==> config.mk <==
export PLATFORM = sky130hd
export DESIGN_NAME = alu_issue
export DESIGN_NICKNAME = d
export VERILOG_FILES = /design/src/rtl/alu_issue.sv
export SDC_FILE = /design/constraint.sdc
export NUM_CORES = 1
export LEC_CHECK = 0
export CAP_MARGIN = 25
export CORE_AREA = 2 2 239 147
export DETAILED_ROUTE_END_ITERATION = 7
export DIE_AREA = 0 0 241 149
export PLACE_DENSITY = 0.79
export RECOVER_POWER = 50
export SYNTH_ARGS = -nofsm -noshare
export SYNTH_HDL_FRONTEND = slang
export SYNTH_SLANG_ARGS = --single-unit
==> constraint.sdc <==
create_clock -name clk -period 12.1 [get_ports clk]
set_clock_uncertainty 0.05 [all_clocks]
set_input_delay 3.025 -clock clk [delete_from_list [all_inputs] [get_ports clk]]
set_output_delay 3.025 -clock clk [all_outputs]
set_load 0.02 [all_outputs]
==> src/rtl/alu_issue.sv <==
// alu_issue: 4-deep operation queue feeding a registered ALU, one operation in flight.
// Optional macro ALU_ISSUE_OPCHECK_EN rejects illegal opcodes and divide-by-zero before issue.
module alu_issue #(
  parameter int DATA_W = 40
) (
  input  logic              clk,
  input  logic              rst,
  input  logic              in_valid,
  output logic              in_ready,
  input  logic [4:0]        in_op,
  input  logic [DATA_W-1:0] in_a,
  input  logic [DATA_W-1:0] in_b,
  input  logic [3:0]        in_tag,
  output logic [4:0]        alu_s,
  output logic [DATA_W-1:0] alu_a,
  output logic [DATA_W-1:0] alu_b,
  input  logic [DATA_W-1:0] alu_out,
  output logic              res_valid,
  input  logic              res_ready,
  output logic [DATA_W-1:0] res_data,
  output logic [3:0]        res_tag,
  output logic              res_err,
  output logic [2:0]        fifo_level
);

  typedef enum logic [1:0] {IDLE, ISSUE, WAIT, RESP} state_t;

  typedef struct packed {
    logic [4:0]        op;
    logic [DATA_W-1:0] a;
    logic [DATA_W-1:0] b;
    logic [3:0]        tag;
  } entry_t;

  localparam logic [4:0] OP_IDLE = 5'b00000;

  state_t     state;
  entry_t     mem [4];
  entry_t     head;
  logic [1:0] wr_ptr;
  logic [1:0] rd_ptr;
  logic [2:0] count;
  logic       push;
  logic       pop;
  logic       head_bad;
  logic [3:0] iss_tag_p1;
  logic       iss_bad_p1;

`ifdef ALU_ISSUE_OPCHECK_EN
  function automatic logic op_ok(input logic [4:0] op, input logic [DATA_W-1:0] b);
    case (op)
      5'b00101, 5'b00111, 5'b00110, 5'b01000,
      5'b01011, 5'b10100, 5'b10101: op_ok = 1'b1;
      5'b01100:                     op_ok = (b != '0);
      default:                      op_ok = 1'b0;
    endcase
  endfunction

  assign head_bad = !op_ok(head.op, head.b);
`else
  assign head_bad = 1'b0;
`endif

  assign head       = mem[rd_ptr];
  assign in_ready   = (count < 3'd4);
  assign fifo_level = count;
  assign push       = in_valid && in_ready;
  assign pop        = (count != 3'd0) && ((state == IDLE) || (state == RESP && res_ready));

  // queue storage and issue-side tag/error capture (data only, no reset needed)
  always_ff @(posedge clk) begin
    if (push) begin
      mem[wr_ptr] <= '{op: in_op, a: in_a, b: in_b, tag: in_tag};
    end
    if (pop) begin
      iss_tag_p1 <= head.tag;
      iss_bad_p1 <= head_bad;
    end
  end

  always_ff @(posedge clk) begin
    if (rst) begin
      state     <= IDLE;
      wr_ptr    <= 2'd0;
      rd_ptr    <= 2'd0;
      count     <= 3'd0;
      alu_s     <= OP_IDLE;
      alu_a     <= '0;
      alu_b     <= '0;
      res_valid <= 1'b0;
      res_data  <= '0;
      res_tag   <= 4'd0;
      res_err   <= 1'b0;
    end else begin
      if (push) wr_ptr <= wr_ptr + 2'd1;
      if (pop)  rd_ptr <= rd_ptr + 2'd1;
      case ({push, pop})
        2'b10:   count <= count + 3'd1;
        2'b01:   count <= count - 3'd1;
        default: count <= count;
      endcase

      case (state)
        IDLE: ;
        ISSUE: begin
          alu_s <= OP_IDLE;
          if (iss_bad_p1) begin
            // rejected op skips the ALU entirely and reports an error
            res_valid <= 1'b1;
            res_data  <= '0;
            res_tag   <= iss_tag_p1;
            res_err   <= 1'b1;
            state     <= RESP;
          end else begin
            state <= WAIT;
          end
        end
        WAIT: begin
          res_valid <= 1'b1;
          res_data  <= alu_out;
          res_tag   <= iss_tag_p1;
          res_err   <= 1'b0;
          state     <= RESP;
        end
        RESP: begin
          if (res_ready) begin
            res_valid <= 1'b0;
            state     <= IDLE;
          end
        end
        default: state <= IDLE;
      endcase

      // pop launches the head into ISSUE; overrides the IDLE fallback above
      if (pop) begin
        state <= ISSUE;
        if (head_bad) begin
          alu_s <= OP_IDLE;
        end else begin
          alu_s <= head.op;
          alu_a <= head.a;
          alu_b <= head.b;
        end
      end
    end
  end

endmodule
== Word level (Yosys, flattened, before mapping) ==
Memory sizes are Yosys's and may differ from the RTL's. A register that Yosys moved wholly into a read port is not among the register bits.
Index checks and enable logic that the tools add are counted.

* Flip-flop bits (word level): 144
* RAM bits: 356
* Output and inout port bits: 135
* Memories kept: 1

* Add/subtract/negate cells: 4
* Magnitude comparators: 1
* Equal/unequal tests: 7
* Mux-type cells: 15
* Bitwise gates (word level): 1
* Reduce and logical (&&, ||, !) cells: 16

{| class="wikitable"
|+ Memories
! memory !! depth !! bits a word !! read ports !! clocked after Yosys merged registers in !! wr ports !! line !! text
|-
| mem || 4 || 89 || 1 || 1 || 1 || 38 || <nowiki>entry_t mem [4];</nowiki>
|}

{| class="wikitable"
|+ Operators by type and width
! kind !! number
|-
| 40-bit two-way mux || 1
|-
| 5-bit two-way mux || 2
|-
| 2-bit equality test (second input constant) || 3
|-
| 2-bit two-way mux || 3
|-
| 2-bit case mux with 3 select lines || 1
|-
| 3-bit case mux with 2 select lines || 1
|-
| 2-bit AND reduction || 3
|-
| 2-bit nonzero test || 3
|-
| 3-bit nonzero test || 2
|-
| 1-bit two-way mux || 5
|-
| 2-bit by 1-bit adder with 2-bit output (second input constant) || 2
|-
| 2-bit by 1-bit equality test with 1-bit output (second input constant) || 2
|-
| 4-bit two-way mux || 1
|-
| 4-bit nonzero test || 1
|-
| 3-bit by 1-bit adder with 3-bit output (second input constant) || 1
|-
| 1-bit logical AND || 3
|-
| 3-bit < comparator (second input constant) || 1
|-
| 3-bit != test (second input constant) || 1
|-
| 3-bit AND reduction || 1
|-
| 3-bit by 1-bit subtractor with 3-bit output (second input constant) || 1
|-
| 2-bit logical NOT || 1
|-
| 2-bit != test (second input constant) || 1
|-
| 1-bit case mux with 2 select lines || 1
|-
| 2-bit OR reduction || 1
|-
| 2 further kinds || 2
|}

== Depth between registers and ports, before layout ==
Gate-level depths: netlist of the first run.

* Depth in word-level cells: 6
* Depth in mapped cells: 10
* Gate-level depth less buffers: 9

== Worst setup path before layout of the first run ==
Ideal clock, no wire load.

* Path type: input to register
* Start: input in_valid
* End: memory mem[0][0] (netlist name), enable pin
* Arrival time: 5.470 ns
* Required time: 11.593 ns
* Setup slack: 6.122 ns
* Cell stages on the path: 3
* Buffers on the path: 1
* Cell sequence: nor2b_1 -> clkbuf_1 -> and2_1

* Word-level cells in the longest chain between the ends: 3

{| class="wikitable"
|+ Ends and longest elaborated chain
! item !! line !! text
|-
| start, declared || 8 || <nowiki>input logic in_valid,</nowiki>
|-
| 1-bit logical AND || 67 || <nowiki>assign push = in_valid && in_ready;</nowiki>
|-
| 1-bit two-way mux || 72 || <nowiki>if (push) begin</nowiki>
|-
| 1-bit two-way mux (implied by the code) || 73 || <nowiki>mem[wr_ptr] <= '{op: in_op, a: in_a, b: in_b, tag: in_tag};</nowiki>
|-
| end, declared || 38 ||
|}

Every way passes these cells.

==> out/qor_table.md, run 1 <==
| Stage | Item | Reported |
| --- | --- | --- |
| setup path | End of the worst register-to-register path | alu_b[7]$_SDFFE_PP0P_ |
| routing | Count of nets left with antenna violations after detail routing | 0 |
| placed design | Input/output buffers | 266 |
| setup path | Worst EP required | 12,500 ps |
| job | Max capacitance violation total | 9 |
| routing | Met2 WL | 17,470 um |
| timing | Tightest Pin Transition | 3591 ps |
| power | Power Density | 229.2 mW/mm^2 |
| cells and area | Layout cells sized above 1 | 12.69% |
| clock network | Post-CTS Hold Fix Bufs | 0 |
| yosys | Fraction of the mapped netlist area in compound gates | 3.994% |
| status | Failing checks | capacitance limit, slew limit |
| clock network | Clock transition at the registers of the reported paths | 70 ps |
| cells and area | Post-synthesis to final-layout area growth | 25.06% |
| timing | Period utilization | 68.17% |
| clock network | CTS tree | yes |
| setup path | Family of cells with the greatest summed delay on the critical path | buffers and inverters |
| yosys | Share of synthesized area occupied by flip-flops and latches | 75.95% |
| setup path | Top fanout value on the critical path | 59 |
| yosys | Area fraction of the dominant cell type after synthesis | 60.22% |
| power | Peak supply drop | 0.1421 mV |
| clock network | Insertion delay of the later-clocked pin in the worst-skew pair | 560 ps |
| clock network | Maximum root-to-sink buffer count | 3 |
| die | Die ar. | 0.03591 sq mm |
| yosys | Post-synthesis instance area | 0.01795 sq mm |
| placed design | HPWL after detailed placement | 22,640 um |
| yosys | Share of the synthesized netlist area taken by xor and xnor gates | 0.1952% |
| routing | Drt initial violations | 842 |
| yosys | Syn_nets | 1,237 |
| timing | Number of max-slew violations in the final report | 338 |
| setup path | Worst setup path start | rst |
| placed design | Final RePlAce weighted congestion | 0.7247 |
| global route | Antenna violations before repair | 9 |
| die | I/O pins | 268 |
| timing | Fmax | 121.2 MHz |
| yosys | Synthesized-area fraction occupied by and/or/nand/nor cells | 6.196% |
| die | Effective utilization at floorplan | 52.67% |
| clock network | Number of cells upsized or downsized after cts | 0 |
| die | Total number of placement rows | 53 |
| timing | Setup TNS Final | 0 ps |
| yosys | Cell types with the largest area share after synthesis | edfxtp_1 (60%), dfxtp_1 (16%), mux4_2 (11%), nand2_1 (5.4%), a21oi_1 (3.7%) |
| yosys | Post-synthesis register bit count | 501 |
| clock network | Total clock buffers created by CTS | 44 |
| die | Area of the placeable core | 0.03409 sq mm |
| routing | Vias post-DR | 9,989 |
| global route | Vias in the first global route | 9,854 |
| global route | Maximum number of pins on one net before global-route repair | 96 |
| setup path | Crit path arrival time | 8650 ps |
| routing | Per-cell routed wire length | 20.30 um |
| routing | Top Layer Used | met5 |
| routing | DRT Wirelength | 37,870 um |
| clock network | Number of setup buffers added after CTS | 0 |
| routing | Length of routed met3 wiring | 2981 um |
| yosys | Multiplexer share of the synthesized area | 11.17% |
| setup path | Reg2reg setup slack | 5050 ps |
| timing | Final Hold Slack | 402.5 ps |
| yosys | Yosys warning total | 0 |
| timing | Period minus WS final | 8248 ps |
| yosys | Cells after Synth | 1,098 |
| timing | Final setup viols | 0 |
| global route | Aggregate global routing overflow | 0 |
| yosys | Synth Area in Adders | 0.4600% |
| setup path | Cell-by-cell listing of the critical path | clkbuf_1, clkbuf_1, clkbuf_1, nand2b_1, a21oi_1, a31o_2 |
| clock network | Htree depth | 2 |
| global route | Tot GR Track Use | 20.85% |
| power | Leakage component of the power | 7.274 nW |
| yosys | Synth Area per Inst | 16.35 sq um |
| yosys | Cell taking the most area after synthesis | edfxtp_1 |
| routing | Detailed-routing iteration count for the pre-antenna-repair pass | 5 |
| setup path | Length in cells of the worst reg-to-reg path | 5 |
| routing | Total routed wire length on the met1 layer | 16,860 um |
| min path | Type of the most critical hold path | reg -> reg |
| cells and area | Net count of the finished layout | 1,498 |
| setup path | Endpoint type of the worst setup path | flip-flop |
| routing | Routed via count divided by cell count | 5.356 |
| die | Die height | 149 um |
| clock network | Library cell used as clock root buffer | clkbuf_16 |
| timing | Final number of hold-violating endpoints | 0 |
| setup path | Critical Setup Path Class | in -> reg |
| clock network | CTS Sinks | 501 |
| yosys | Synth cell types | 29 |
| setup path | Last element of the critical path | rd_ptr[1]$_SDFFE_PP0P_ |
| yosys | Main combinational cell family by area after synthesis | multiplexers |
| setup path | Total number of cells along the worst setup path | 6 |
| timing | Setup repair after global routing missed its margin | false |
| setup path | Cell repeated most along the worst path | clkbuf_1 |
| routing | Post-route DRC violation count | 0 |
| global route | First-pass GRT wire length | 56,720 um |
| setup path | Biggest cell delay along the critical path | 1970 ps |
| setup path | Kind of start point of the critical path | primary input |
| setup path | Worst path slowest cell | clkbuf_1 |
| status | Status | finished, violations left |
| die | Overall die width | 241 um |
| timing | Remaining max-slew budget at the tightest pin | -139.4% |
| setup path | Combined buffer and inverter count along the critical path | 3 |
[through the flow]
| step | total power [mW] | util [%] | cell area (sq um) | cells | setup WS [ps] |
|---|---|---|---|---|---|
| after floorplan | 3.194 | - | 17950 | 1098 | 6122 |
| after global placement | 3.735 | 61.51 | 20970 | 1776 | 5354 |
| after detailed placement | 3.781 | 61.59 | 20990 | 1777 | 5585 |
| after CTS | 5.175 | 65.81 | 22430 | 1859 | 6156 |
| after global routing | 5.386 | 65.85 | 22440 | 1863 | 3392 |
| final | 5.145 | 65.86 | 22450 | 1865 | 3852 |
[cell usage after synthesis, drive strengths merged]
library cell  count
nor3              1
clkbuf           36
buf              30
ha                5
dfxtp           141
inv               8
mux4             89
nand3             5
fa                1
o21ai             2
a21oi           135
xor2              2
nor2             11
nand2           256
and3              1
a31o              1
edfxtp          360
conb              1
nand2b            3
nor2b             2
or3               2
xnor2             2
and2              4
[worst min path at each step]
stage,from,end,slack (ps),depth (start not counted)
global placement,res_data[28]$_SDFFE_PP0P_,res_data[28]$_SDFFE_PP0P_,390,2
detailed placement,res_data[12]$_SDFFE_PP0P_,res_data[12]$_SDFFE_PP0P_,400,2
global route,res_tag[0]$_SDFFE_PP0P_,res_tag[0]$_SDFFE_PP0P_,420,2
CTS,res_data[12]$_SDFFE_PP0P_,res_data[12]$_SDFFE_PP0P_,400,2
floorplan,iss_tag_p1[0]$_DFFE_PP_,res_tag[0]$_SDFFE_PP0P_,420,2
finish,res_data[35]$_SDFFE_PP0P_,res_data[35]$_SDFFE_PP0P_,400,2
[logic make-up after synthesis]
logic type / count (synthesis)
flops: 501
simple gates: 285
compound gates: 138
mux: 89
buf+inv: 74
fa+ha+maj: 6
xor+xnor: 4
other cells: 1
[where the power goes]
group / switching [mW] / leakage (nW) / internal [mW] / total (mW)
Sequential: 0.161 / 4.45 / 2.18 / 2.34
Clock: 0.610 / 0.703 / 0.782 / 1.39
Combinational: 0.777 / 2.12 / 0.638 / 1.42
Total: 1.55 / 7.27 / 3.60 / 5.15
[cell type report]
class,count,area [sq um]
inverter,8,31.28
tap,467,584.3
antenna,3,7.507
multi-input combinational,523,3958
fill,2372,11640
clock inverter,26,219.0
sequential,501,13640
clock buffer,56,1219
timing repair buffer,281,2794
[sequential cells by signal, summed over array words and instances, names as in the netlist, 3 cells and up, named ones only]
signal	flops
alu_b	40
res_data	40
iss_tag_p1	4
alu_s	5
fifo_level	3
alu_a	40
res_tag	4
mem	356
[routing by layer]
metal | GRT usage (%) | vias up
li1 | - | 4584
met1 | 30.58 | 5004
met2 | 32.26 | 346
met3 | 4.700 | 47
met4 | 4.969 | 8
met5 | 0 | -
[layout by cell type, fill, tap and decap left out, types with 2 or more instances in the layout]
cell type and instances:
clkinvlp_4 3, dfxtp_1 140, and2_0 4, nand2b_1 3
clkbuf_16 46, clkbuf_8 3, buf_16 2, clkinv_1 7
clkdlybuf4s50_1 174, buf_4 9, diode_2 3, nand2_1 256
dlygate4sd3_1 91, nand3_1 5, xnor2_1 2, inv_1 7
a21oi_2 3, bufinv_16 3, inv_6 3, a21oi_1 132
edfxtp_1 360, nor2_1 11, clkinv_2 10, mux4_2 89
clkbuf_1 12, ha_1 5, xor2_1 2
[worst reg2reg max path: cells and delay by family (launching register included)]
family	cells	cell delay [ps]
buf+inv	2	4830
compound gates	1	70
mux	1	790
simple gates	1	120
flops	1	980
Power figures use the tool's default switching activity.
==> inputs of run 2 (changes only) <==
==> constraint.sdc (replaced) <==
create_clock -name clk -period 8.2 [get_ports clk]
set_clock_uncertainty 0.05 [all_clocks]
set_input_delay 2.05 -clock clk [delete_from_list [all_inputs] [get_ports clk]]
set_output_delay 2.05 -clock clk [all_outputs]
set_load 0.02 [all_outputs]
==> out/qor_table.md, run 2 (same netlist as run 1, synthesis figures left out) <==
| Stage | Item | Reported | vs previous |
| --- | --- | --- | --- |
| die | Area of the placeable core | 0.03409 sq mm | unchanged |
| routing | Routed via count divided by cell count | 5.390 | was 5.356 |
| placed design | Dpl ws | 3278 ps | was 5585 ps |
| timing | Final setup viols | 0 | unchanged |
| die | Effective utilization at floorplan | 52.67% | unchanged |
| timing | Remaining max-slew budget at the tightest pin | -99.97% | was -139.4% |
| die | Die height | 149 um | unchanged |
| global route | Aggregate global routing overflow | 0 | unchanged |
| clock network | CTS Sinks | 501 | unchanged |
| cells and area | Highest-count cells in the layout ignoring fill and taps | edfxtp_1 (360), nand2_1 (256), clkdlybuf4s50_1 (171), dfxtp_1 (140), a21oi_1 (132) | was edfxtp_1 (360), nand2_1 (256), clkdlybuf4s50_1 (174), dfxtp_1 (140), a21oi_1 (132) |
| clock network | Total clock buffers created by CTS | 44 | unchanged |
| setup path | Endpoint type of the worst setup path | flip-flop | unchanged |
| die | Overall die width | 241 um | unchanged |
| status | Failing checks | capacitance limit, slew limit | unchanged |
| placed design | Placed insts | 1,777 | unchanged |
| cells and area | Post-synthesis to final-layout area growth | 25.03% | was 25.06% |
| min path | Beginning of the worst hold path | alu_b[21]$_SDFFE_PP0P_ | was res_data[35]$_SDFFE_PP0P_ |
| setup path | Cell-by-cell listing of the critical path | dlygate4sd3_1, and3_1, o21ai_0, clkinvlp_2, clkbuf_1, ha_1, inv_1, fa_1, xor2_1, or3_1, a21oi_1 | was clkbuf_1, clkbuf_1, clkbuf_1, nand2b_1, a21oi_1, a31o_2 |
| timing | Setup TNS Final | 0 ps | unchanged |
| setup path | Worst path slowest cell | clkbuf_1 | unchanged |
| power | Power Density | 336.9 mW/mm^2 | was 229.2 mW/mm^2 |
| cells and area | Leading cell type in the layout, fill and taps excluded | edfxtp_1 | unchanged |
| setup path | Biggest cell delay along the critical path | 1220 ps | was 1970 ps |
| timing | Period minus WS final | 5302 ps |  |
| global route | Antenna violations before repair | 9 | unchanged |
| routing | Vias post-DR | 10,052 | was 9,989 |
| clock network | Htree depth | 2 | unchanged |
| timing | Fmax | 188.6 MHz |  |
| placed design | Input/output buffers | 266 | unchanged |
| cells and area | Post-route insts no fill | 1,865 | unchanged |
| die | Total number of placement rows | 53 | unchanged |
| setup path | Kind of start point of the critical path | primary input | unchanged |
| setup path | Worst EP required | 8580 ps | was 12,500 ps |
| cells and area | Largest register FFs | 356 | unchanged |
| timing | Period utilization | 64.66% |  |
| routing | DRT Wirelength | 38,260 um | was 37,870 um |
| clock network | Library cell used as clock root buffer | clkbuf_16 | unchanged |
| clock network | Insertion delay of the later-clocked pin in the worst-skew pair | 540 ps | was 560 ps |
| timing | Least setup slack across all paths after layout | 2898 ps | was 3852 ps |
| status | Status | finished, violations left | unchanged |
| timing | Final number of hold-violating endpoints | 0 | unchanged |
| global route | Maximum number of pins on one net before global-route repair | 95 | was 96 |
| routing | Drt initial violations | 716 | was 842 |
| cells and area | Net count of the finished layout | 1,498 | unchanged |
| routing | Detailed-routing iteration count for the pre-antenna-repair pass | 4 | was 5 |
| setup path | Crit path arrival time | 5680 ps | was 8650 ps |
| cells and area | Layout cells sized above 1 | 12.42% | was 12.69% |
| power | Peak supply drop | 0.2040 mV | was 0.1421 mV |
| clock network | CTS tree | yes | unchanged |
| global route | First-pass GRT wire length | 57,960 um | was 56,720 um |
| routing | Post-route DRC violation count | 0 | unchanged |
| timing | Tightest Pin Transition | 3000 ps | was 3591 ps |
| routing | Count of nets left with antenna violations after detail routing | 0 | unchanged |
| power | Leakage component of the power | 7.281 nW | was 7.274 nW |
| placed design | HPWL after detailed placement | 23,060 um | was 22,640 um |
| clock network | Number of setup buffers added after CTS | 0 | unchanged |
| die | Die ar. | 0.03591 sq mm | unchanged |
| job | Max capacitance violation total | 6 | was 9 |
| clock network | Maximum root-to-sink buffer count | 3 | unchanged |
| die | I/O pins | 268 | unchanged |
| timing | Number of max-slew violations in the final report | 259 | was 338 |
| timing | Setup repair after global routing missed its margin | false | unchanged |
| clock network | Number of cells upsized or downsized after cts | 0 | unchanged |
| clock network | Post-CTS Hold Fix Bufs | 0 | unchanged |
| setup path | Top fanout value on the critical path | 35 | was 59 |
| placed design | Final RePlAce weighted congestion | 0.7458 | was 0.7247 |
| clock network | Clock transition at the registers of the reported paths | 70 ps | about the same |
| cells and area | Register containing the most flip-flops in the final layout | mem | unchanged |
| min path | Type of the most critical hold path | reg -> reg | unchanged |
| setup path | Critical Setup Path Class | in -> reg | unchanged |
| global route | Vias in the first global route | 10,018 | was 9,854 |
| setup path | Worst setup path start | res_ready | was rst |
| global route | Tot GR Track Use | 21.30% | was 20.85% |
| routing | Per-cell routed wire length | 20.51 um | was 20.30 um |
==> run 2: cell count changes in the layout (fill, tap and decap cells not counted), sizes merged <==
cell,previous run,this run
bufinv,3,2
clkinv,18,11
clkdlybuf4s50,174,171
inv,10,8
clkinvlp,3,2
diode,3,5
dlygate4sd3,91,94
clkbuf,61,70
==> run 2: power breakdown <==
part	leakage [nW]	switching, mW	total (mW)	internal, mW
Sequential	4.45	0.229	3.44	3.21
Combinational	2.14	1.15	2.10	0.950
Clock	0.689	0.874	2.02	1.15
==> run 2: worst max-delay path, delay by kind of cell <==
kind / cells / cell delay (ps)
simple gates: 2 / 480
compound gates: 2 / 260
xor+xnor: 1 / 160
buf+inv: 4 / 1960
fa+ha+maj: 2 / 760
==> run 2: through the flow <==
step                power [mW]  cell area, sq um  utilization (%)  hold WS [ps]
finish                   7.561             22440            65.85         399.9
global route             7.927             22430            65.82         414.6
CTS                      7.608             22400            65.73         404.6
detailed placement       5.581             20990            61.59         395.7
global placement         5.519             20970            61.51         391.2
floorplan                4.713             17950                -         421.3
==> run 2: path summary, 6_finish.rpt <==
kind                            cells after the start                    endpoint  slack [ps]
worst max register to register                      4       alu_b[7]$_SDFFE_PP0P_        3160
worst min-delay path                                2      alu_b[21]$_SDFFE_PP0P_         400
worst max-delay path                               11  fifo_level[2]$_SDFFE_PP0P_        2900
worst min register to register                      2      alu_b[21]$_SDFFE_PP0P_         400
==> run 2: layer usage <==
metal / global-route usage, % / vias up / routed length [um]
met2: 33.91 / 312 / 17930
met3: 4.441 / 57 / 2598
met4: 3.796 / 6 / 541
met5: 0 / - / 28
met1: 31.16 / 5081 / 17160
li1: - / 4596 / -
==> run 2: layout make-up <==
type | instances | area [sq um]
fill | 2375 | 11640
tap | 467 | 584.3
antenna | 5 | 12.51
clock buffer | 65 | 1282
multi-input combinational | 523 | 3956
sequential | 501 | 13640
clock inverter | 15 | 126.4
timing repair buffer | 281 | 2814
inverter | 8 | 31.28
